<file path="src/rtl/confirm_input_ctrl_if.sv">
// confirm_input_ctrl_if: board pins, CPU load strobe and confirm/snapshot outputs of the confirm-input block
interface confirm_input_ctrl_if;
    logic        btnRaw;
    logic [15:0] switchRaw;
    logic        ioRead;
    logic        switchCtrl;
    logic [31:0] address;
    logic        confirmation;
    logic        overrun;
    logic [15:0] switchLatched;
    logic        busy;
    modport slave (
        input  btnRaw, switchRaw, ioRead, switchCtrl, address,
        output confirmation, overrun, switchLatched, busy
    );
    modport master (
        output btnRaw, switchRaw, ioRead, switchCtrl, address,
        input  confirmation, overrun, switchLatched, busy
    );
endinterface

</file>
<file path="src/rtl/confirm_input_ctrl.sv">
// confirm_input_ctrl: debounces the confirm button, snapshots switches per press, read-to-clear flag
module confirm_input_ctrl #(
    parameter int DEB_CYCLES = 1_000_000,
    parameter int CNT_W      = 20
) (
    input logic                 clk,
    input logic                 rst,
    confirm_input_ctrl_if.slave bus
);
    typedef enum logic [1:0] {IDLE, DEB_PRESS, HELD, DEB_RELEASE} state_t;
    localparam logic [CNT_W-1:0] CNT_MAX = CNT_W'(DEB_CYCLES - 1);
    state_t           state_q, state_d;
    logic [CNT_W-1:0] cnt_q, cnt_d;
    logic             s1_q, sync_q;
    logic             conf_q, conf_d, ovr_q, ovr_d;
    logic [15:0]      snap_q, snap_d;
    logic             accept, consume, cnt_done;
    assign cnt_done = cnt_q == CNT_MAX;
    always_comb begin
        state_d = state_q;
        cnt_d   = cnt_q;
        accept  = 1'b0;
        case (state_q)
            IDLE: begin
                state_d = sync_q ? DEB_PRESS : IDLE;
                cnt_d   = '0;
            end
            DEB_PRESS: begin
                state_d = !sync_q ? IDLE : (cnt_done ? HELD : DEB_PRESS);
                accept  = sync_q && cnt_done;
                cnt_d   = cnt_q + 1'b1;
            end
            HELD: begin
                state_d = sync_q ? HELD : DEB_RELEASE;
                cnt_d   = '0;
            end
            DEB_RELEASE: begin
                state_d = sync_q ? HELD : (cnt_done ? IDLE : DEB_RELEASE);
                cnt_d   = cnt_q + 1'b1;
            end
            default: state_d = IDLE;
        endcase
    end
    // only data addresses consume; the FF00 status poll never does
    assign consume = bus.ioRead && bus.switchCtrl && conf_q &&
                     (bus.address inside {32'hFFFF_FFF1, 32'hFFFF_FFF3, 32'hFFFF_FFF5,
                                          32'hFFFF_FFF7, 32'hFFFF_FFF9});
    // accept beats a same-edge consume
    assign conf_d = accept || (conf_q && !consume);
    assign ovr_d  = accept ? (ovr_q || conf_q) : (ovr_q && !consume);
    assign snap_d = accept ? bus.switchRaw : snap_q;
    always_ff @(posedge clk) begin
        if (!rst) begin
            state_q <= IDLE;
            cnt_q   <= '0;
            s1_q    <= 1'b0;
            sync_q  <= 1'b0;
            conf_q  <= 1'b0;
            ovr_q   <= 1'b0;
            snap_q  <= '0;
        end else begin
            state_q <= state_d;
            cnt_q   <= cnt_d;
            s1_q    <= bus.btnRaw;
            sync_q  <= s1_q;
            conf_q  <= conf_d;
            ovr_q   <= ovr_d;
            snap_q  <= snap_d;
        end
    end
    assign bus.confirmation  = conf_q;
    assign bus.overrun       = ovr_q;
    assign bus.switchLatched = snap_q;
    assign bus.busy          = state_q != IDLE;
endmodule
</file>
<file path="src/flat_wrapper.sv">
// flat-port wrapper written by rule: the top's interface ports become plain ports
module confirm_input_ctrl_flat 
#(
    parameter int DEB_CYCLES = 1_000_000,
    parameter int CNT_W      = 20
)
  (clk, rst, bus_btnRaw, bus_switchRaw, bus_ioRead, bus_switchCtrl, bus_address, bus_confirmation, bus_overrun, bus_switchLatched, bus_busy);
  confirm_input_ctrl_if bus_i ();
  input logic clk;
  input logic rst;
  input wire logic [$bits(bus_i.btnRaw)-1:0] bus_btnRaw;
  input wire logic [$bits(bus_i.switchRaw)-1:0] bus_switchRaw;
  input wire logic [$bits(bus_i.ioRead)-1:0] bus_ioRead;
  input wire logic [$bits(bus_i.switchCtrl)-1:0] bus_switchCtrl;
  input wire logic [$bits(bus_i.address)-1:0] bus_address;
  output wire logic [$bits(bus_i.confirmation)-1:0] bus_confirmation;
  output wire logic [$bits(bus_i.overrun)-1:0] bus_overrun;
  output wire logic [$bits(bus_i.switchLatched)-1:0] bus_switchLatched;
  output wire logic [$bits(bus_i.busy)-1:0] bus_busy;
  assign bus_i.btnRaw = bus_btnRaw;
  assign bus_i.switchRaw = bus_switchRaw;
  assign bus_i.ioRead = bus_ioRead;
  assign bus_i.switchCtrl = bus_switchCtrl;
  assign bus_i.address = bus_address;
  assign bus_confirmation = bus_i.confirmation;
  assign bus_overrun = bus_i.overrun;
  assign bus_switchLatched = bus_i.switchLatched;
  assign bus_busy = bus_i.busy;
  confirm_input_ctrl #(.DEB_CYCLES(DEB_CYCLES), .CNT_W(CNT_W)) u_core (.clk(clk), .rst(rst), .bus(bus_i));
endmodule
</file>
<file path="config.mk">
export PLATFORM = sky130hd
export DESIGN_NAME = confirm_input_ctrl_flat
export DESIGN_NICKNAME = d
export VERILOG_FILES = /design/src/rtl/confirm_input_ctrl_if.sv /design/src/rtl/confirm_input_ctrl.sv /design/src/flat_wrapper.sv
export SDC_FILE = /design/constraint.sdc
export NUM_CORES = 1
export LEC_CHECK = 0
export ABC_CLOCK_PERIOD_IN_PS = 2250
export CORE_MARGIN = 10
export CORE_UTILIZATION = 44
export DETAILED_ROUTE_END_ITERATION = 6
export PLACE_DENSITY = 0.8
export SLEW_MARGIN = 20
export SYNTH_ARGS = -nofsm -noshare
export SYNTH_HDL_FRONTEND = slang
export SYNTH_SLANG_ARGS = --single-unit
</file>
<file path="constraint.sdc">
create_clock -name clk -period 2.25 [get_ports clk]
set_clock_uncertainty 0.2 [all_clocks]
set_input_delay 0.45 -clock clk [delete_from_list [all_inputs] [get_ports clk]]
set_output_delay 0.45 -clock clk [all_outputs]
set_load 0.1 [all_outputs]
</file>
; Word-level counts from Yosys, hierarchy flattened
; Index checks and enable logic that the tools add are counted.
[classes]
add_sub_neg = 1
mul = 0
div_mod_pow = 0
order_cmp = 0
n_eq_ne = 9
shifts = 0
muxes = 10
bitwise = 0
reduce_logical = 14
[op_table]
columns = operator, count
row1 = $eq A32 B32 Y1 const B, 5
row2 = $pmux W20 S2, 1
row3 = $add A20 B1 Y20 const B, 1
row4 = $eq A20 B20 Y1 const B, 1
row5 = $mux W2, 4
row6 = $pmux W2 S4, 1
row7 = $logic_and A1 B1 Y1, 6
row8 = $reduce_bool A5 Y1, 1
row9 = $eq A2 B2 Y1 const B, 2
row10 = $mux W1, 4
row11 = $reduce_or A2 Y1, 2
row12 = $eq A2 B1 Y1 const B, 1
row13 = $logic_not A2 Y1, 1
row14 = $logic_or A1 B1 Y1, 2
row15 = $reduce_bool A2 Y1, 1
row16 = $logic_not A1 Y1, 1
[totals]
regBits = 42
latchBits = 0
ramBits = 0
rom_bits = 0
inputBits = 53
out_inout_bits = 19
word_cells = 41
mem_count = 0

; Longest topological paths before layout
; Gate-level depths: netlist of run 1.
[depth]
word_depth = 6
depth_mapped = 7
mapped_depth_nobuf = 5

; Worst setup path before layout of run 1
; No wires, ideal clock.
[synth_timing]
path_kind = register to register
from = register u_core.conf_q, in the netlist u_core.bus.confirmation
to = register u_core.conf_q, in the netlist u_core.bus.confirmation
setup_time_ns = 0.115
arrival_time_ns = 1.664
required_time_ns = 1.935
setup_slack_ns = 0.272
path_stages_with_launch = 5
n_path_buf = 0
period_less_slack_ns = 1.978
cell_sequence = dfxtp_1 nand4_1 nor4_1 a31oi_1 o21a_1
[synth_between]
elab_chain_cells = 5
[synth_rtl]
columns = item, line_no
row1 = from (decl), confirm_input_ctrl.sv:15  ; logic conf_q, conf_d, ovr_q, ovr_d;
row2 = from (signal assigned), confirm_input_ctrl.sv:66  ; conf_q <= conf_d;
row3 = $logic_and A1 B1 Y1 (2 in series), confirm_input_ctrl.sv:45  ; assign consume = bus.ioRead && bus.switchCtrl && conf_q &&
row4 = $logic_not A1 Y1, confirm_input_ctrl.sv:49  ; assign conf_d = accept || (conf_q && !consume);
row5 = $logic_and A1 B1 Y1 (*), confirm_input_ctrl.sv:49
row6 = $logic_or A1 B1 Y1 (*), confirm_input_ctrl.sv:49
; Every way passes the cells marked *; elsewhere a longest branch is shown, timed or not.
; A chain may end at the register's enable or synchronous reset.

; Worst setup path in the final report of run 1
[layout_timing]
from = register u_core.cnt_q[2]
to = register u_core.cnt_q[18]
[layout_between]
elab_chain_cells = 2
[layout_rtl]
columns = item, line_no
row1 = from (decl), confirm_input_ctrl.sv:13  ; logic [CNT_W-1:0] cnt_q, cnt_d;
row2 = from (signal assigned), confirm_input_ctrl.sv:63  ; cnt_q <= cnt_d;
row3 = $add A20 B1 Y20, "confirm_input_ctrl.sv:31, confirm_input_ctrl.sv:39"
row4 = $pmux W20 S2, confirm_input_ctrl.sv:23  ; case (state_q)
; Every way passes these cells.

==> results of run 1 <==
==> placed cells by master, fill, tap and decap left out, types with 2 or more instances in the layout <==
| cell | n |
|---|---|
| a21oi_1 | 24 |
| a31o_2 | 2 |
| a31oi_1 | 4 |
| a41o_1 | 2 |
| and2_1 | 7 |
| and3_1 | 4 |
| and4_1 | 5 |
| buf_4 | 25 |
| clkbuf_8 | 6 |
| clkdlybuf4s50_1 | 52 |
| dfxtp_1 | 42 |
| inv_1 | 6 |
| nand2_1 | 9 |
| nand3_1 | 7 |
| nand4_1 | 31 |
| nor2_1 | 15 |
| nor2b_1 | 2 |
| nor4_1 | 2 |
| nor4b_2 | 2 |
| o21a_1 | 3 |
| o21ai_0 | 21 |
| or3_1 | 2 |
| xnor2_1 | 4 |
| xor2_1 | 6 |
==> through the flow <==
step                      instance area [um2]   util  power (mW)
after global placement                   2640  0.641       0.881
after detailed placement                 2640  0.641       0.882
final                                    2730  0.663        1.35
after floorplan                          1920      -       0.784
after CTS                                2730  0.663        1.37
after global routing                     2730  0.663        1.41
==> per-layer routing <==
metal,GRT usage,wire length (um),up-vias
li1,-,-,972
met1,0.160,2270,895
met2,0.214,2470,60
met3,0.0587,481,7
met4,0.0539,77,0
met5,0,0,-
==> power by group through the flow <==
stage	combinational, mW	sequential [mW]	clock [mW]
2_1_floorplan	0.0201	0.763	0
3_3_place_gp	0.117	0.764	0
5_1_grt	0.126	0.747	0.538
6_report	0.118	0.746	0.490
3_5_place_dp	0.118	0.764	0
4_1_cts	0.119	0.746	0.503
==> worst min path at each step <==
stage / start / end / slack (ns)
final: u_core.s1_q / u_core.sync_q / 0.24
after global routing: u_core.cnt_q[0] / u_core.cnt_q[0] / 0.26
after CTS: u_core.cnt_q[0] / u_core.cnt_q[0] / 0.25
after detailed placement: u_core.s1_q / u_core.sync_q / 0.23
after global placement: u_core.s1_q / u_core.sync_q / 0.22
after floorplan: u_core.s1_q / u_core.sync_q / 0.21
==> cell type report <==
| cell class | count | area (um2) |
|---|---|---|
| clock buffer | 7 | 86.3 |
| timing repair buffer | 78 | 728 |
| tap | 50 | 62.6 |
| sequential | 42 | 841 |
| inverter | 7 | 26.3 |
| clock inverter | 1 | 5.00 |
| fill | 349 | 1390 |
| multi-input combinational | 162 | 978 |
==> registers in the layout (all words and copies together), names as in the netlist <==
register and count:
u_core.sync_q 1, u_core.state_q 2, u_core.bus.overrun 1, u_core.cnt_q 20, u_core.bus.confirmation 1, u_core.s1_q 1, u_core.bus.switchLatched 16
==> worst register-to-register path, stage by stage, from the launching register on <==
cell and delay (ns):
dfxtp_1 0.42, and4_1 0.45, nand2_2 0.10, or4_1 0.51
a21oi_1 0.17
==> synthesized netlist by cell type, drive strengths merged (5+ instances only) <==
| library cell | number | area share |
|---|---|---|
| nor2 | 15 | 0.029 |
| o21ai | 21 | 0.055 |
| dfxtp | 42 | 0.44 |
| a21oi | 24 | 0.062 |
| and4 | 5 | 0.023 |
| nand4 | 32 | 0.11 |
| inv | 6 | 0.012 |
| and2 | 8 | 0.026 |
| xor2 | 6 | 0.027 |
| buf | 9 | 0.029 |
| nand3 | 7 | 0.018 |
| nand2 | 10 | 0.021 |
| clkbuf | 6 | 0.012 |
==> cells by family after synthesis <==
| logic type | Yosys count | share of synthesized area |
|---|---|---|
| AND/OR/NAND/NOR | 93 | 0.287 |
| buffers and inverters | 22 | 0.0546 |
| AO/OA/AOI/OAI | 58 | 0.169 |
| flip-flops | 42 | 0.437 |
| XOR/XNOR | 10 | 0.0455 |
| adder cells (fa/ha/maj) | 1 | 0.00650 |
==> impl_metrics.tcl, run 1 <==
set metrics [dict create \
    avgSynthCellArea_um2 8.51 \
    vias 1934 \
    criticalPathCategory "reg -> reg" \
    finalCriticalPeriod_ns 1.91 \
    wirelength_um 5300 \
    clockRootBuffer "clkbuf_8" \
    status "completed" \
    peakVddDrop_mv 0.288 \
    ioPinCount 72 \
    cp_slowest_cell "or4_1" \
    htree_num_levels 2 \
    timing_worst_slew_pin_value_ns 0.374 \
    dp_cells 339 \
    final-hold-violation-count 0 \
    slew-limit-headroom 0.749 \
    place_ws_ns 0.195 \
    hpwl_um 4060 \
    finalSetupViolCount 0 \
    synth.yosys.seq_area_share 0.437 \
    p_sw_mw 0.274 \
    grt_use_total 0.136 \
    cp_top_family "simple AND/OR/NAND/NOR gates" \
    initial_core_util 0.468 \
    ys.flop_type "dfxtp_1" \
    clk_latency_ns 0.28 \
    cp.depth 4 \
    critPathMaxFanout 9 \
    syn_area_um2 1920 \
    die_area_um2 7420 \
    yosys_register_bits 42 \
    postSynth.asyncResetShare 0 \
    grt_start_max_net_pins 20 \
    cts.path.max_buffers 2 \
    clkTransAtPathRegs_ns 0.07 \
    leakagePower_nw 0.971 \
    post_cts_buffers 0 \
    reg2reg_to "u_core.cnt_q[18]" \
    antenna_found_initial 0 \
    antenna_cells 0 \
    slew_violations 0 \
    ctsResizeCount 0 \
    drc 0 \
    crit_chain "and4_1, nand2_2, or4_1, a21oi_1" \
    wl_per_cell_um 15.3 \
    nets 350 \
    synth_edf_count 0 \
    drt_iter0_drc 112 \
    maxCapViolations 0 \
    final_cell_count_no_fill 347 \
    r2r_start "u_core.cnt_q[2]" \
    tns_ns 0 \
    netlist_instances 226 \
    layout-drive-gt1-share 0.135 \
    endpoint "u_core.cnt_q[18]" \
    critical_path_arrival_ns 1.92 \
    grt-ovfl-total 0 \
    worst_slack_ns 0.340 \
    die_h_um 86.1 \
    start_kind "flop" \
    slowest_delay_ns 0.51 \
    grt_pass1_vias 1886 \
    cp.required_ns 2.26 \
    vias_per_cell 5.57 \
    holdBufCountCts 0 \
    synth.net_count 280 \
    power.share.sequential 0.551 \
    rr_worst_depth 4 \
    area_growth_pct 41.7 \
    rows 23 \
    core_um2 4120 \
    pwr-share-clk 0.362 \
    p_int_mw 1.08 \
    power_density_nw_per_um2 496 \
    swShare 0.203 \
    critPathLaunch "u_core.cnt_q[2]" \
    r2r_setup_slack_ns 0.34 \
    yosysWarnings 0 \
    cts_tree "done" \
    cts.sinks 42 \
    grt_pass1_wl_um 8530 \
    whs_ns 0.240 \
    route.antenna.remaining_nets 0 \
    cts_buffers 5 \
    rsz0062_at_grt "false" \
    combPwrFrac 0.087 \
    synth.distinct_cells 36 \
    worstSetupEndpointType "flop" \
    fmax_mhz 524 \
    io_buffers 71 \
    fp.dieW_um 86.1 \
    whs_path_depth 1 \
    gp_congestion 0.791 \
    dr.pass1.iters 4 \
    worstPathBufferInverterCount 0 \
    hold_class "reg -> reg" \
    period_share 0.849 \
]
(Power assumes the default switching activity.)
==> run 2, diff against run 1 <==
ABC_CLOCK_PERIOD_IN_PS = 1900   (was 2250)
clock period = 1.9 ns   (was 2.25 ns; I/O delays follow)
==> run 2 against run 1 <==
Non-clock buffer count rose by 10. Worst hold slack better by 0.016 ns. Register-to-register slack got worse by 0.23 ns. Critical path depth decreased by 1. Flip-flop and latch count unchanged. Cell count increased by 2.6%. Combinational power increased by 21%. Sequential power up 18%. Sequential share of layout area down 3.1 points. Largest cell class is now buffers. Critical path type is now reg -> out. Critical endpoint is now bus_busy. Clock power up 13%.
==> impl_metrics.tcl, run 2 (synthesis results as in run 1) <==
set metrics [dict create \
    status "completed" \
    start_kind "flop" \
    post_cts_buffers 0 \
    route.antenna.remaining_nets 0 \
    worstSetupEndpointType "primary output" \
    cts.path.max_buffers 2 \
    critPathMaxFanout 4 \
    grt_pass1_vias 1933 \
    slew_violations 0 \
    vias_per_cell 5.64 \
    wirelength_um 5730 \
    largest_register "u_core.cnt_q" \
    area_growth_pct 58.4 \
    holdBufCountCts 0 \
    critical_path_arrival_ns 1.26 \
    wl_per_cell_um 16.1 \
    slew-limit-headroom 0.788 \
    layout-drive-gt1-share 0.186 \
    rsz0062_at_grt "false" \
    cp.required_ns 1.32 \
    peakVddDrop_mv 0.280 \
    grt_use_total 0.153 \
    dr.pass1.iters 4 \
    fp.dieW_um 86.1 \
    rows 23 \
    leakagePower_nw 1.07 \
    cts_buffers 5 \
    drt_iter0_drc 182 \
    vias 2008 \
    initial_core_util 0.468 \
    grt-ovfl-total 0 \
    clkTransAtPathRegs_ns 0.08 \
    die_h_um 86.1 \
    final-hold-violation-count 0 \
    antenna_cells 0 \
    finalSetupViolCount 0 \
    mostFrequentLayoutCell "clkdlybuf4s50_1" \
    period_share 0.967 \
    htree_num_levels 2 \
    fmax_mhz 544 \
    hold_class "reg -> reg" \
    clockRootBuffer "clkbuf_8" \
    drc 0 \
    largest_register_ffs 20 \
    timing_worst_slew_pin_value_ns 0.315 \
    cts_tree "done" \
    tns_ns 0 \
    core_um2 4120 \
    layout_common_cells "clkdlybuf4s50_1 (52), dfxtp_1 (39), nand4_1 (31), a21oi_1 (24), o21ai_0 (20)" \
    grt_pass1_wl_um 9280 \
    die_area_um2 7420 \
    finalCriticalPeriod_ns 1.84 \
    hpwl_um 4330 \
    ioPinCount 72 \
    power_density_nw_per_um2 518 \
    nets 360 \
    fin_util 0.741 \
    clk_latency_ns 0.30 \
    cts.sinks 42 \
    maxCapViolations 0 \
    criticalPathCategory "reg -> out" \
    grt_start_max_net_pins 19 \
    io_buffers 71 \
    antenna_found_initial 0 \
    gp_congestion 0.854 \
]
[run 2: cell types whose count changed in the layout (fill, tap and decap cells not counted), moves of 3 or more]
cell / previous run / this run
buf_12: 1 / 19
buf_4: 25 / 17
dfxtp_1: 42 / 39
dfxtp_2: 0 / 3
[run 2: where the power goes]
part	switching (mW)	leakage, nW	internal (mW)
clock network	0.306	0.0438	0.247
registers	0.00154	0.340	0.882
logic	0.0385	0.682	0.105
total	0.346	1.07	1.23
[run 2: layout make-up]
class	count	area, um2
clock buffers	5	68.8
fillers	308	1070
multi-input cells	162	1010
clock inverters	2	10.0
repair buffers	88	1030
flip-flops and latches	42	845
inverters	7	26.3
well taps	50	62.6
[run 2: stage by stage]
stage	power (mW)	hold slack [ns]	cells	setup WS, ns	cell area [um2]
2_1_floorplan	0.928	0.212	226	0.203	1930
3_3_place_gp	1.05	0.215	349	-0.0394	2940
3_5_place_dp	1.05	0.234	349	-0.0402	2940
4_1_cts	1.59	0.257	356	0.00838	3040
5_1_grt	1.64	0.290	356	0.0203	3050
6_report	1.58	0.256	356	0.0632	3050
[run 2: critical path: stages (launching register included)]
cell and delay, ns:
dfxtp_1 0.32, buf_4 0.14, or2_2 0.31, buf_12 0.17
[run 2: final timing paths]
path | startpoint | end | slack [ns] | depth (start not counted)
worst min register to register | u_core.s1_q | u_core.sync_q | 0.26 | 1
worst max register to register | u_core.cnt_q[7] | u_core.bus.switchLatched[3] | 0.11 | 5
worst min-delay path | u_core.s1_q | u_core.sync_q | 0.26 | 1
worst max-delay path | u_core.state_q[0] | bus_busy | 0.06 | 3
[run 2: metal layers]
layer	global-route usage	up-vias	wire length, um
li1	-	991	-
met1	0.181	931	2370
met2	0.239	79	2800
met3	0.0662	7	478
met4	0.0584	0	85
met5	0	-	0
[run 2: repair_timing]
item	4_1_cts	5_1_grt
endpoints found under the setup margin	1	2
gates resized for setup	5	4
pin swaps	0	1
==> run 3, diff against run 2 <==
--- a/config.mk
+++ b/config.mk
@@ -7,5 +7,4 @@
 export LEC_CHECK = 0
 export ABC_CLOCK_PERIOD_IN_PS = 1900
-export CORE_MARGIN = 10
 export CORE_UTILIZATION = 44
 export DETAILED_ROUTE_END_ITERATION = 6
==> constraint.sdc (replaced) <==
create_clock -name clk -period 1.9 [get_ports clk]
set_clock_uncertainty 0.2 [all_clocks]
set_input_delay 0.19 -clock clk [delete_from_list [all_inputs] [get_ports clk]]
set_output_delay 0.19 -clock clk [all_outputs]
set_load 0.1 [all_outputs]
==> run 3 against run 2 <==
Flip-flop and latch count stayed put. Largest power group unchanged. Non-clock buffer count is 4 lower. Power is 3.0% higher. Fmax is 1.2% higher. Setup slack better by 0.021 ns. Wire length is 16% lower.
==> impl_metrics.tcl, run 3 (synthesis results as in run 1) <==
set metrics [dict create \
    peakVddDrop_mv 0.354 \
    largest_register "u_core.cnt_q" \
    clk_latency_ns 0.29 \
    fmax_mhz 551 \
    core_um2 4090 \
    rsz0062_at_grt "false" \
    wl_per_cell_um 13.7 \
    io_buffers 71 \
    hpwl_um 3500 \
    gp_congestion 0.764 \
    critical_path_arrival_ns 1.84 \
    antenna_cells 0 \
    final-hold-violation-count 0 \
    r2r_start "u_core.cnt_q[8]" \
    period_share 0.956 \
    dpl_cell_area_um2 2710 \
    cts.sinks 42 \
    slew_violations 0 \
    maxCapViolations 0 \
    die_area_um2 4640 \
    clkTransAtPathRegs_ns 0.08 \
    mostFrequentLayoutCell "clkdlybuf4s50_1" \
    worstSetupEndpointType "flop" \
    wirelength_um 4830 \
    whs_path_depth 1 \
    grt-ovfl-total 0 \
    route.antenna.remaining_nets 0 \
    start_kind "flop" \
    worstHoldStart "u_core.s1_q" \
    clockRootBuffer "clkbuf_8" \
    drt_iter0_drc 157 \
    holdBufCountCts 0 \
    stdcell_area_um2 2820 \
    cts_buffers 5 \
    nets 356 \
    rows 23 \
    rr_worst_depth 4 \
    grt_pass1_wl_um 7710 \
    leakagePower_nw 1.01 \
    cts.path.max_buffers 2 \
    whs_ns 0.243 \
    layout_common_cells "clkdlybuf4s50_1 (52), dfxtp_1 (41), nand4_1 (31), buf_4 (29), a21oi_1 (24)" \
    layout-drive-gt1-share 0.162 \
    critPathLaunch "u_core.cnt_q[8]" \
    slew-limit-headroom 0.748 \
    reg2reg_to "u_core.cnt_q[18]" \
    critPathMaxFanout 7 \
    hold_class "reg -> reg" \
    r2r_setup_slack_ns 0.08 \
    initial_core_util 0.471 \
    largest_register_ffs 20 \
    vias_per_cell 5.55 \
    min_to "u_core.sync_q" \
    grt_use_total 0.223 \
    area_growth_pct 46.4 \
    criticalPathCategory "reg -> reg" \
    vias 1958 \
    cp.required_ns 1.93 \
    tns_ns 0 \
    dr.pass1.iters 4 \
    cts_tree "done" \
    fp.dieW_um 68.1 \
    power_density_nw_per_um2 578 \
    die_h_um 68.1 \
    status "completed" \
    htree_num_levels 2 \
    grt_pass1_vias 1727 \
    finalSetupViolCount 0 \
    grt_start_max_net_pins 20 \
    ioPinCount 72 \
    drc 0 \
    timing_worst_slew_pin_value_ns 0.374 \
    finalCriticalPeriod_ns 1.82 \
    antenna_found_initial 0 \
]
-- run 3: cell count changes in the layout (fill, tap and decap cells not counted), sizes merged --
cell / before / now
buf: 36 / 32
clkbuf: 5 / 7
clkinv: 3 / 2
-- run 3: layout make-up --
type / count / area [um2]
fill: 326 / 1270
multi-input combinational: 162 / 996
sequential: 42 / 842
timing repair buffer: 84 / 798
clock buffer: 7 / 86.3
tap: 50 / 62.6
inverter: 7 / 26.3
clock inverter: 1 / 5.00
-- run 3: per-stage QoR --
stage | setup slack [ns] | total power, mW | utilization | cells
after global placement | 0.107 | 1.05 | 0.663 | 345
after floorplan | 0.203 | 0.928 | - | 226
after global routing | 0.0122 | 1.68 | 0.689 | 353
final | 0.0842 | 1.63 | 0.689 | 353
after detailed placement | 0.0844 | 1.05 | 0.663 | 345
after CTS | 0.0786 | 1.64 | 0.685 | 353
-- run 3: what timing repair did --
item,CTS,global route
resized for setup,0,3
setup buffers,0,0
setup endpoints to repair,0,15
-- run 3: worst max-delay path by stage --
stage                                              to
after global routing      u_core.bus.switchLatched[6]
final                                u_core.cnt_q[18]
after global placement        u_core.bus.confirmation
after CTS                 u_core.bus.switchLatched[8]
after detailed placement      u_core.bus.confirmation
after floorplan           u_core.bus.switchLatched[1]
-- run 3: critical path, cell delays in order, from the launching register on --
cell     delay (ns)
dfxtp_1        0.44
and4_1         0.35
nand4_1        0.18
or4_1          0.44
a21oi_1        0.14
-- run 3: power by group --
| part | internal [mW] | leakage [nW] | total, mW | switching, mW |
|---|---|---|---|---|
| clock network | 0.294 | 0.0482 | 0.601 | 0.307 |
| logic | 0.105 | 0.618 | 0.142 | 0.0373 |
| registers | 0.882 | 0.339 | 0.884 | 0.00190 |
| total | 1.28 | 1.01 | 1.63 | 0.346 |
-- run 3: per-layer routing --
metal,share of wire,global-route usage
met5,0,0
met1,0.42,0.267
met4,0.014,0.0729
met2,0.51,0.380
met3,0.060,0.0600
